--- src/rtl/arb_pkg.sv ---
// Shared types and widths for the IFU/LSU memory arbiter.
package arb_pkg;

  typedef enum logic [1:0] {
    IDLE = 2'd0,
    REQ  = 2'd1,
    RESP = 2'd2
  } arb_state_e;

  typedef enum logic {
    OWN_IFU = 1'b0,
    OWN_LSU = 1'b1
  } arb_owner_e;

  localparam int MEM_AW  = 64;
  localparam int MEM_DW  = 64;
  localparam int INSTR_W = 32;

endpackage

--- src/rtl/ifu_mem_arb.sv ---
// Single-outstanding arbiter sharing one 64-bit memory port between the
// instruction fetch unit and the load/store unit. LSU has priority, but a
// waiting fetch wins after LS_MAX consecutive LSU grants.
//
// state | meaning
// ------+-----------------------------------------------------------
// IDLE  | arbitrate; grant is combinational, command latched on grant
// REQ   | mem_req high, command held stable until mem_gnt
// RESP  | waiting for mem_rvalid; fetch response may be marked dropped
module ifu_mem_arb
  import arb_pkg::*;
#(
  parameter int LS_MAX = 4
) (
  input  logic                 clk,
  input  logic                 rstn,

  input  logic                 if_req,
  input  logic [MEM_AW-1:0]    if_addr,
  input  logic                 if_flush,
  output logic                 if_gnt,
  output logic                 if_rvalid,
  output logic [INSTR_W-1:0]   if_rdata,

  input  logic                 ls_req,
  input  logic                 ls_we,
  input  logic [MEM_AW-1:0]    ls_addr,
  input  logic [MEM_DW-1:0]    ls_wdata,
  input  logic [MEM_DW/8-1:0]  ls_wmask,
  output logic                 ls_gnt,
  output logic                 ls_rvalid,
  output logic [MEM_DW-1:0]    ls_rdata,

  output logic                 mem_req,
  output logic                 mem_we,
  output logic [MEM_AW-1:0]    mem_addr,
  output logic [MEM_DW-1:0]    mem_wdata,
  output logic [MEM_DW/8-1:0]  mem_wmask,
  input  logic                 mem_gnt,
  input  logic                 mem_rvalid,
  input  logic [MEM_DW-1:0]    mem_rdata
);

  localparam int SW = $clog2(LS_MAX + 1);

  arb_state_e    state;
  arb_owner_e    owner;
  logic          sel;
  logic          drop;
  logic [SW-1:0] streak;

  logic if_ok;
  logic streak_full;
  logic ls_win;
  logic if_win;
  logic if_kill;

  // Grant decision; no grant is offered while reset is asserted since
  // nothing would be latched.
  assign if_ok       = if_req & ~if_flush;
  assign streak_full = (streak == SW'(LS_MAX));
  assign ls_win      = rstn & (state == IDLE) & ls_req & ~(if_ok & streak_full);
  assign if_win      = rstn & (state == IDLE) & if_ok & ~ls_win;
  assign if_gnt      = if_win;
  assign ls_gnt      = ls_win;

  // A redirect while a fetch owns the port kills its response.
  assign if_kill = if_flush & (owner == OWN_IFU) & (state != IDLE);

  // Transaction FSM and latched memory command.
  always_ff @(posedge clk or negedge rstn) begin
    if (!rstn) begin
      state     <= IDLE;
      owner     <= OWN_IFU;
      sel       <= 1'b0;
      drop      <= 1'b0;
      mem_req   <= 1'b0;
      mem_we    <= 1'b0;
      mem_addr  <= '0;
      mem_wdata <= '0;
      mem_wmask <= '0;
    end else begin
      case (state)
        IDLE: begin
          if (ls_win) begin
            owner     <= OWN_LSU;
            mem_req   <= 1'b1;
            mem_we    <= ls_we;
            mem_addr  <= ls_addr;
            mem_wdata <= ls_wdata;
            mem_wmask <= ls_wmask;
            state     <= REQ;
          end else if (if_win) begin
            owner     <= OWN_IFU;
            sel       <= if_addr[2];
            mem_req   <= 1'b1;
            mem_we    <= 1'b0;
            mem_addr  <= if_addr & ~MEM_AW'(7);
            mem_wdata <= '0;
            mem_wmask <= '0;
            state     <= REQ;
          end
        end
        REQ: begin
          if (if_kill) drop <= 1'b1;
          if (mem_gnt) begin
            mem_req <= 1'b0;
            state   <= RESP;
          end
        end
        RESP: begin
          if (mem_rvalid) begin
            drop  <= 1'b0;
            state <= IDLE;
          end else if (if_kill) begin
            drop <= 1'b1;
          end
        end
        default: state <= IDLE;
      endcase
    end
  end

  // Count LSU wins over a waiting fetch; only updated while arbitrating.
  always_ff @(posedge clk or negedge rstn) begin
    if (!rstn) begin
      streak <= '0;
    end else if (state == IDLE) begin
      if (if_win || !if_req)
        streak <= '0;
      else if (ls_win && !streak_full)
        streak <= streak + SW'(1);
    end
  end

  // Route the memory response to its owner as a one-cycle pulse.
  always_ff @(posedge clk or negedge rstn) begin
    if (!rstn) begin
      if_rvalid <= 1'b0;
      if_rdata  <= '0;
      ls_rvalid <= 1'b0;
      ls_rdata  <= '0;
    end else begin
      if_rvalid <= 1'b0;
      ls_rvalid <= 1'b0;
      if (state == RESP && mem_rvalid) begin
        if (owner == OWN_LSU) begin
          ls_rvalid <= 1'b1;
          ls_rdata  <= mem_rdata;
        end else if (!(drop || if_flush)) begin
          if_rvalid <= 1'b1;
          if_rdata  <= sel ? mem_rdata[MEM_DW-1:INSTR_W] : mem_rdata[INSTR_W-1:0];
        end
      end
    end
  end

endmodule

--- config.mk ---
export PLATFORM = sky130hd
export DESIGN_NAME = ifu_mem_arb
export DESIGN_NICKNAME = d
export VERILOG_FILES = /design/src/rtl/arb_pkg.sv /design/src/rtl/ifu_mem_arb.sv
export SDC_FILE = /design/constraint.sdc
export NUM_CORES = 1
export LEC_CHECK = 0
export BUFFER_PORTS_ARGS = -buffer_cell sky130_fd_sc_hd__buf_2
export CAP_MARGIN = 15
export CORE_AREA = 2 2 197 199
export CTS_CLUSTER_DIAMETER = 120
export CTS_CLUSTER_SIZE = 28
export DETAILED_ROUTE_END_ITERATION = 12
export DIE_AREA = 0 0 199 201
export PLACE_DENSITY = 0.54
export SYNTH_ARGS = -nofsm -noshare
export SYNTH_HDL_FRONTEND = slang
export SYNTH_SLANG_ARGS = --single-unit
--- constraint.sdc ---
create_clock -name clk -period 1.85 [get_ports clk]
set_input_delay 0.185 -clock clk [delete_from_list [all_inputs] [get_ports clk]]
set_output_delay 0.185 -clock clk [all_outputs]
set_load 0.02 [all_outputs]
# Word level (Yosys, flattened, before mapping)
# Cells that the tools add are included.
dict set report totals {
  ff_bits 244
  elab_cells 83
}
dict set report classes {
  add_sub_neg 1
  eq_ne 6
  muxes 29
  n_bitwise 14
  n_reduce_logical 19
}
# cell n
set ops {}
lappend ops {{64-bit 2-to-1 mux} 4}
lappend ops {{32-bit 2-to-1 mux} 1}
lappend ops {{8-bit 2-to-1 mux} 2}
lappend ops {{1-bit 2-to-1 mux} 13}
lappend ops {{3-bit AND reduction} 4}
lappend ops {{2-bit nonzero test} 5}
lappend ops {{1-bit AND} 9}
lappend ops {{2-bit 2-to-1 mux} 4}
lappend ops {{3-bit 2-to-1 mux} 2}
lappend ops {{2-bit one-hot mux with 3 select lines} 1}
lappend ops {{2-bit AND reduction} 3}
lappend ops {{1-bit inverter} 5}
lappend ops {{2-bit != test, second input constant} 2}
lappend ops {{1-bit one-hot mux with 2 select lines} 2}
lappend ops {{3-bit by 1-bit adder with 3-bit output, second input constant} 1}
lappend ops {{3-bit equality test, second input constant} 1}
lappend ops {{3-bit != test, second input constant} 1}
lappend ops {{2-bit by 1-bit equality test with 1-bit output, second input constant} 1}
lappend ops {{2-bit equality test, second input constant} 1}
lappend ops {{1-bit logical AND} 2}
lappend ops {{1-bit logical NOT} 2}
lappend ops {{2-bit logical NOT} 1}
lappend ops {{1-bit logical OR} 2}

# Logic depth before layout (Yosys ltp)
dict set report logic_depth {
  depth_word 10
  depth_mapped 9
}

# Worst setup path before layout
# OpenSTA, ideal clock, no wires.
dict set report synth_path {
  path_kind {register to register}
  start {register state[0]}
  end {register ls_rdata[14]}
  setup_time_ps 125
  t_arrival_ps 1630
  t_required_ps 1725
  path_slack_ps 95
  path_stages_with_launch 7
  n_path_buf 2
  cell_sequence {dfrtp_1 -> inv_1 -> ha_1 -> nand3_1 -> clkbuf_1 -> buf_2 -> mux2_2}
}
dict set report synth_via {
  elab_chain_cells 3
}
# element line
set synth_rtl {}
lappend synth_rtl {{start: declaration} ifu_mem_arb.sv:46} ;# arb_state_e state;
lappend synth_rtl {{start signal: assignment} ifu_mem_arb.sv:73} ;# state <= IDLE;
lappend synth_rtl {{start signal: assignment} ifu_mem_arb.sv:92} ;# state <= REQ;
lappend synth_rtl {{start signal: assignment} ifu_mem_arb.sv:101} ;# state <= REQ;
lappend synth_rtl {{2-bit equality test} ifu_mem_arb.sv:146} ;# if (state == RESP && mem_rvalid) begin
lappend synth_rtl {{1-bit logical AND} ifu_mem_arb.sv:146}
lappend synth_rtl {{2-bit AND reduction (no line)} n/a}
lappend synth_rtl {{end signal: assignment} ifu_mem_arb.sv:149} ;# ls_rdata <= mem_rdata;
lappend synth_rtl {{end: declaration} ifu_mem_arb.sv:32} ;# output logic [MEM_DW-1:0] ls_rdata,
# Every way passes these cells.
# A chain may end at the register's enable or synchronous reset.

# Final worst setup path
dict set report layout_path {
  start {register state[0]}
  end {register mem_addr[32]}
}
dict set report layout_via {
  elab_chain_cells 8
}
# element line
set layout_rtl {}
lappend layout_rtl {{2-bit logical NOT *} {ifu_mem_arb.sv:62, ifu_mem_arb.sv:63, ifu_mem_arb.sv:83}}
lappend layout_rtl {{1-bit AND} {ifu_mem_arb.sv:62, ifu_mem_arb.sv:63}}
lappend layout_rtl {{1-bit AND (2 in a row)} ifu_mem_arb.sv:62} ;# assign ls_win = rstn & (state == IDLE) & ls_req & ~(if_ok & streak_full);
lappend layout_rtl {{1-bit inverter (no line)} n/a}
lappend layout_rtl {{1-bit AND} ifu_mem_arb.sv:63} ;# assign if_win = rstn & (state == IDLE) & if_ok & ~ls_win;
lappend layout_rtl {{2-bit nonzero test (no line)} n/a}
lappend layout_rtl {{2-bit AND reduction (no line)} n/a}
lappend layout_rtl {{end signal: assignment} ifu_mem_arb.sv:89} ;# mem_addr <= ls_addr;
lappend layout_rtl {{end signal: assignment} ifu_mem_arb.sv:98} ;# mem_addr <= if_addr & ~MEM_AW'(7);
lappend layout_rtl {{end: declaration} ifu_mem_arb.sv:36} ;# output logic [MEM_AW-1:0] mem_addr,
# Every way passes the cells marked *; elsewhere a longest branch is shown, timed or not.

==> results.py <==
metrics = {
    "logic_synthesis": {
        "syn_area_um2": 9610,
        "synth_area_per_cell_um2": 13.6,
        "synthCells": 709,
        "synth_area_leaders": "dfrtp_1 (64%), mux2_2 (7.8%), a22o_1 (7.0%)",
        "synth-seq-cells": 244,
        "yosys_warnings": 0,
        "synth_top_cell_area_share_pct": 63.5,
        "syn_nets": 988,
        "synth_cell_types": 34,
        "seq_area_frac_synth_pct": 63.5,
        "synth_top_area_cell": "dfrtp_1",
    },
    "pwr": {
        "total_leakage_power_nw": 9.26,
        "power_mw": 24.9,
        "cellPowerDensity_nw_per_um2": 1410,
        "ir_drop_uv": 1010,
    },
    "sta": {
        "setup_ws_ps": -178,
        "setup_viol": 81,
        "worst_pin_slew_ps": 1000,
        "rsz0062_at_grt": "true",
        "fin_crit_sh_pct": 110,
        "max_freq_mhz": 493,
        "fin_crit_ps": 2030,
        "finalClockSkew_ps": 18.6,
        "hold_violations": 0,
        "relSlewSlack_pct": 33.2,
        "fin_setup_tns_ps": -3720,
        "drv_slew": 0,
    },
    "routing": {
        "viasPerCell": 4.74,
        "wl_mm": 44.4,
        "dr.pass1.iters": 12,
        "wl_per_cell_um": 21.2,
        "drtIter0Drc": 838,
        "vias": 9951,
        "drtAntennaViolNets": 0,
        "remaining_drc_errors": 0,
    },
    "floorplanning": {
        "io_pins": 510,
        "rows": 72,
        "design.core.area_um2": 38100,
        "die_h_um": 201,
        "die_area_um2": 40000,
        "start_util_pct": 25.2,
        "die_w_um": 199,
    },
    "critical_path": {
        "worstSetupPathType": "reg -> reg",
        "startpoint_type": "flop",
        "crit_buf_inv": 8,
        "slowest_delay_ps": 410,
        "crit_slowest_cell": "dfrtp_1",
        "worstPathCellList": "inv_2 -> ha_4 -> buf_6 -> buf_6 -> buf_6 -> o211ai_4 -> buf_12 -> buf_12 -> buf_6 -> a222oi_1 -> inv_1",
        "reg2regPathDepth": 11,
        "end_kind": "flop",
        "crit_family": "buffers and inverters",
        "path_depth": 11,
        "critPathMostFrequentCell": "buf_6",
        "crit_required_ps": 2220,
        "critPathArrivalTime_ps": 2400,
        "cp_max_fo": 8,
        "reg2reg_slack_ps": -180,
    },
    "clock_network": {
        "cts_buffers": 12,
        "clk_latency_ps": 490,
        "clockBufferDepth": 3,
        "ctsRootBufferMaster": "clkbuf_16",
        "clk_pin_slew_ps": 110,
        "cts_tree": "built",
        "htreeDepth": 1,
        "cts.sinks": 244,
    },
    "grt": {
        "grt_pass1_wl_mm": 55.9,
        "grt_use_total_pct": 17.8,
        "antenna_found_initial": 5,
        "grt_pass1_vias": 9996,
        "gr-total-overflow": 0,
        "grt_max_degree": 160,
    },
    "layout": {
        "drive_above_1_share_pct": 47.5,
        "stdcell_count": 2099,
        "fin_nets": 1853,
        "area.growth.synth_to_final_pct": 83.6,
    },
    "run_status": {
        "violations": "negative setup slack",
        "status": "complete, but fails checks",
    },
    "placement": {
        "portBuffers": 507,
        "hpwl_mm": 24.1,
        "gp_congestion": 0.810,
        "dp.cells": 1730,
        "place_ws_ps": -48.8,
    },
    "min_path": {
        "hp-class": "in -> reg",
        "worstHoldPathCells": 3,
    },
    "job": {
        "max-cap-violations": 0,
    },
}
[power breakdown]
group	total [mW]	switching, mW	internal (mW)	leakage [nW]
clock	3.32	1.75	1.56	0.190
combinational	12.5	6.97	5.56	6.00
sequential	9.09	1.44	7.65	3.07
total	24.9	10.2	14.8	9.26
[logic make-up after synthesis]
family | share of synthesized area (%)
flip-flops | 63.5
AO/OA/AOI/OAI | 16.4
buffers and inverters | 5.81
multiplexers | 11.2
AND/OR/NAND/NOR | 2.17
adder cells (fa/ha/maj) | 0.911
[worst reg2reg max path, stage by stage (launching register included)]
cell and delay (ps):
dfrtp_1 410, inv_2 80, ha_4 160, buf_6 100
buf_6 80, buf_6 90, o211ai_4 140, buf_12 190
buf_12 140, buf_6 140, a222oi_1 290, inv_1 80
[placed cells by master (no fill, tap or decap), types with 2 or more instances in the layout]
master / netlist / layout
mux2i_1: 32 / 32
o21ai_0: 33 / 25
a21oi_1: 2 / 2
buf_12: 0 / 21
bufinv_16: 0 / 2
a22o_1: 77 / 77
inv_2: 0 / 4
o21ai_2: 0 / 3
buf_6: 5 / 37
mux2_4: 0 / 10
nand3_4: 0 / 2
buf_4: 1 / 45
or4_4: 0 / 2
ha_1: 7 / 3
buf_16: 0 / 3
inv_1: 70 / 65
dfrtp_1: 244 / 243
nand2_1: 38 / 35
buf_2: 38 / 504
buf_8: 0 / 7
clkbuf_16: 0 / 34
nand2_4: 0 / 3
mux2_2: 67 / 57
a222oi_1: 61 / 61
ha_4: 0 / 4
o21ai_1: 0 / 5
diode_2: 0 / 5
dlygate4sd3_1: 0 / 266
[metrics by stage]
step | util [%] | instance area, um2 | hold WS [ps]
floorplan | - | 9610 | -111
global placement | 34.4 | 13100 | 213
detailed placement | 34.4 | 13100 | 215
CTS | 43.3 | 16500 | 23.5
global route | 46.3 | 17600 | 60.3
finish | 46.3 | 17600 | 70.5
[area by class of cell]
| cell class | instances | area, um2 |
|---|---|---|
| fill | 3439 | 20500 |
| timing repair buffer | 904 | 7070 |
| sequential | 244 | 6110 |
| multi-input combinational | 342 | 3150 |
| tap | 518 | 648 |
| clock buffer | 14 | 329 |
| inverter | 70 | 265 |
| clock inverter | 2 | 60.1 |
| antenna | 5 | 12.5 |
[layer usage]
| layer | part of all wire (%) | global-route usage, % | routed length [um] | vias up |
|---|---|---|---|---|
| li1 | - | - | - | 4350 |
| met5 | 0 | 0 | 0 | - |
| met3 | 7.9 | 4.39 | 3520 | 136 |
| met4 | 5.1 | 7.73 | 2250 | 0 |
| met2 | 50 | 31.2 | 22300 | 578 |
| met1 | 37 | 20.6 | 16300 | 4887 |
[synthesized netlist by cell type (all sizes together)]
library cell and count:
a32o 1, clkbuf 10, or4 1, o211ai 2
nand3 3, a31oi 2, o221ai 1, a22o 77
mux2 67, ha 7, and2b 1, a31o 1
buf 45, nand4 1, mux2i 32, a222oi 61
nor3 2, o21ai 33, o22ai 1, nand2 38
a41oi 1, a21o 1, nand2b 1, a211oi 2
nor2b 2, dfrtp 244, inv 70, a21oi 2
[timing repair]
| item | in CTS | in global routing |
|---|---|---|
| endpoints found under the hold margin | 432 | 0 |
| resized for setup | 25 | 89 |
| endpoints found under the setup margin | 59 | 164 |
| cloned | 4 | 31 |
| pin swaps | 4 | 48 |
| hold buffers | 266 | 0 |
| buffers inserted | 12 | 39 |
[state kept, by name, indices dropped and copies added (netlist names)]
name	flops
mem_addr	64
sel	1
if_rvalid	1
state	2
ls_rvalid	1
if_rdata	32
drop	1
mem_we	1
mem_req	1
mem_wdata	64
owner	1
ls_rdata	64
streak	3
mem_wmask	8
[path summary, 6_finish.rpt]
check	startpoint	endpoint
worst max-delay path	state[0]	mem_addr[32]
worst min-delay path	if_req	streak[2]
worst max register to register	state[0]	mem_addr[32]
worst min register to register	if_rdata[25]	if_rdata[25]
max in group asynchronous	rstn	sel
min in group asynchronous	rstn	mem_req
Power figures use the tool's default switching activity.
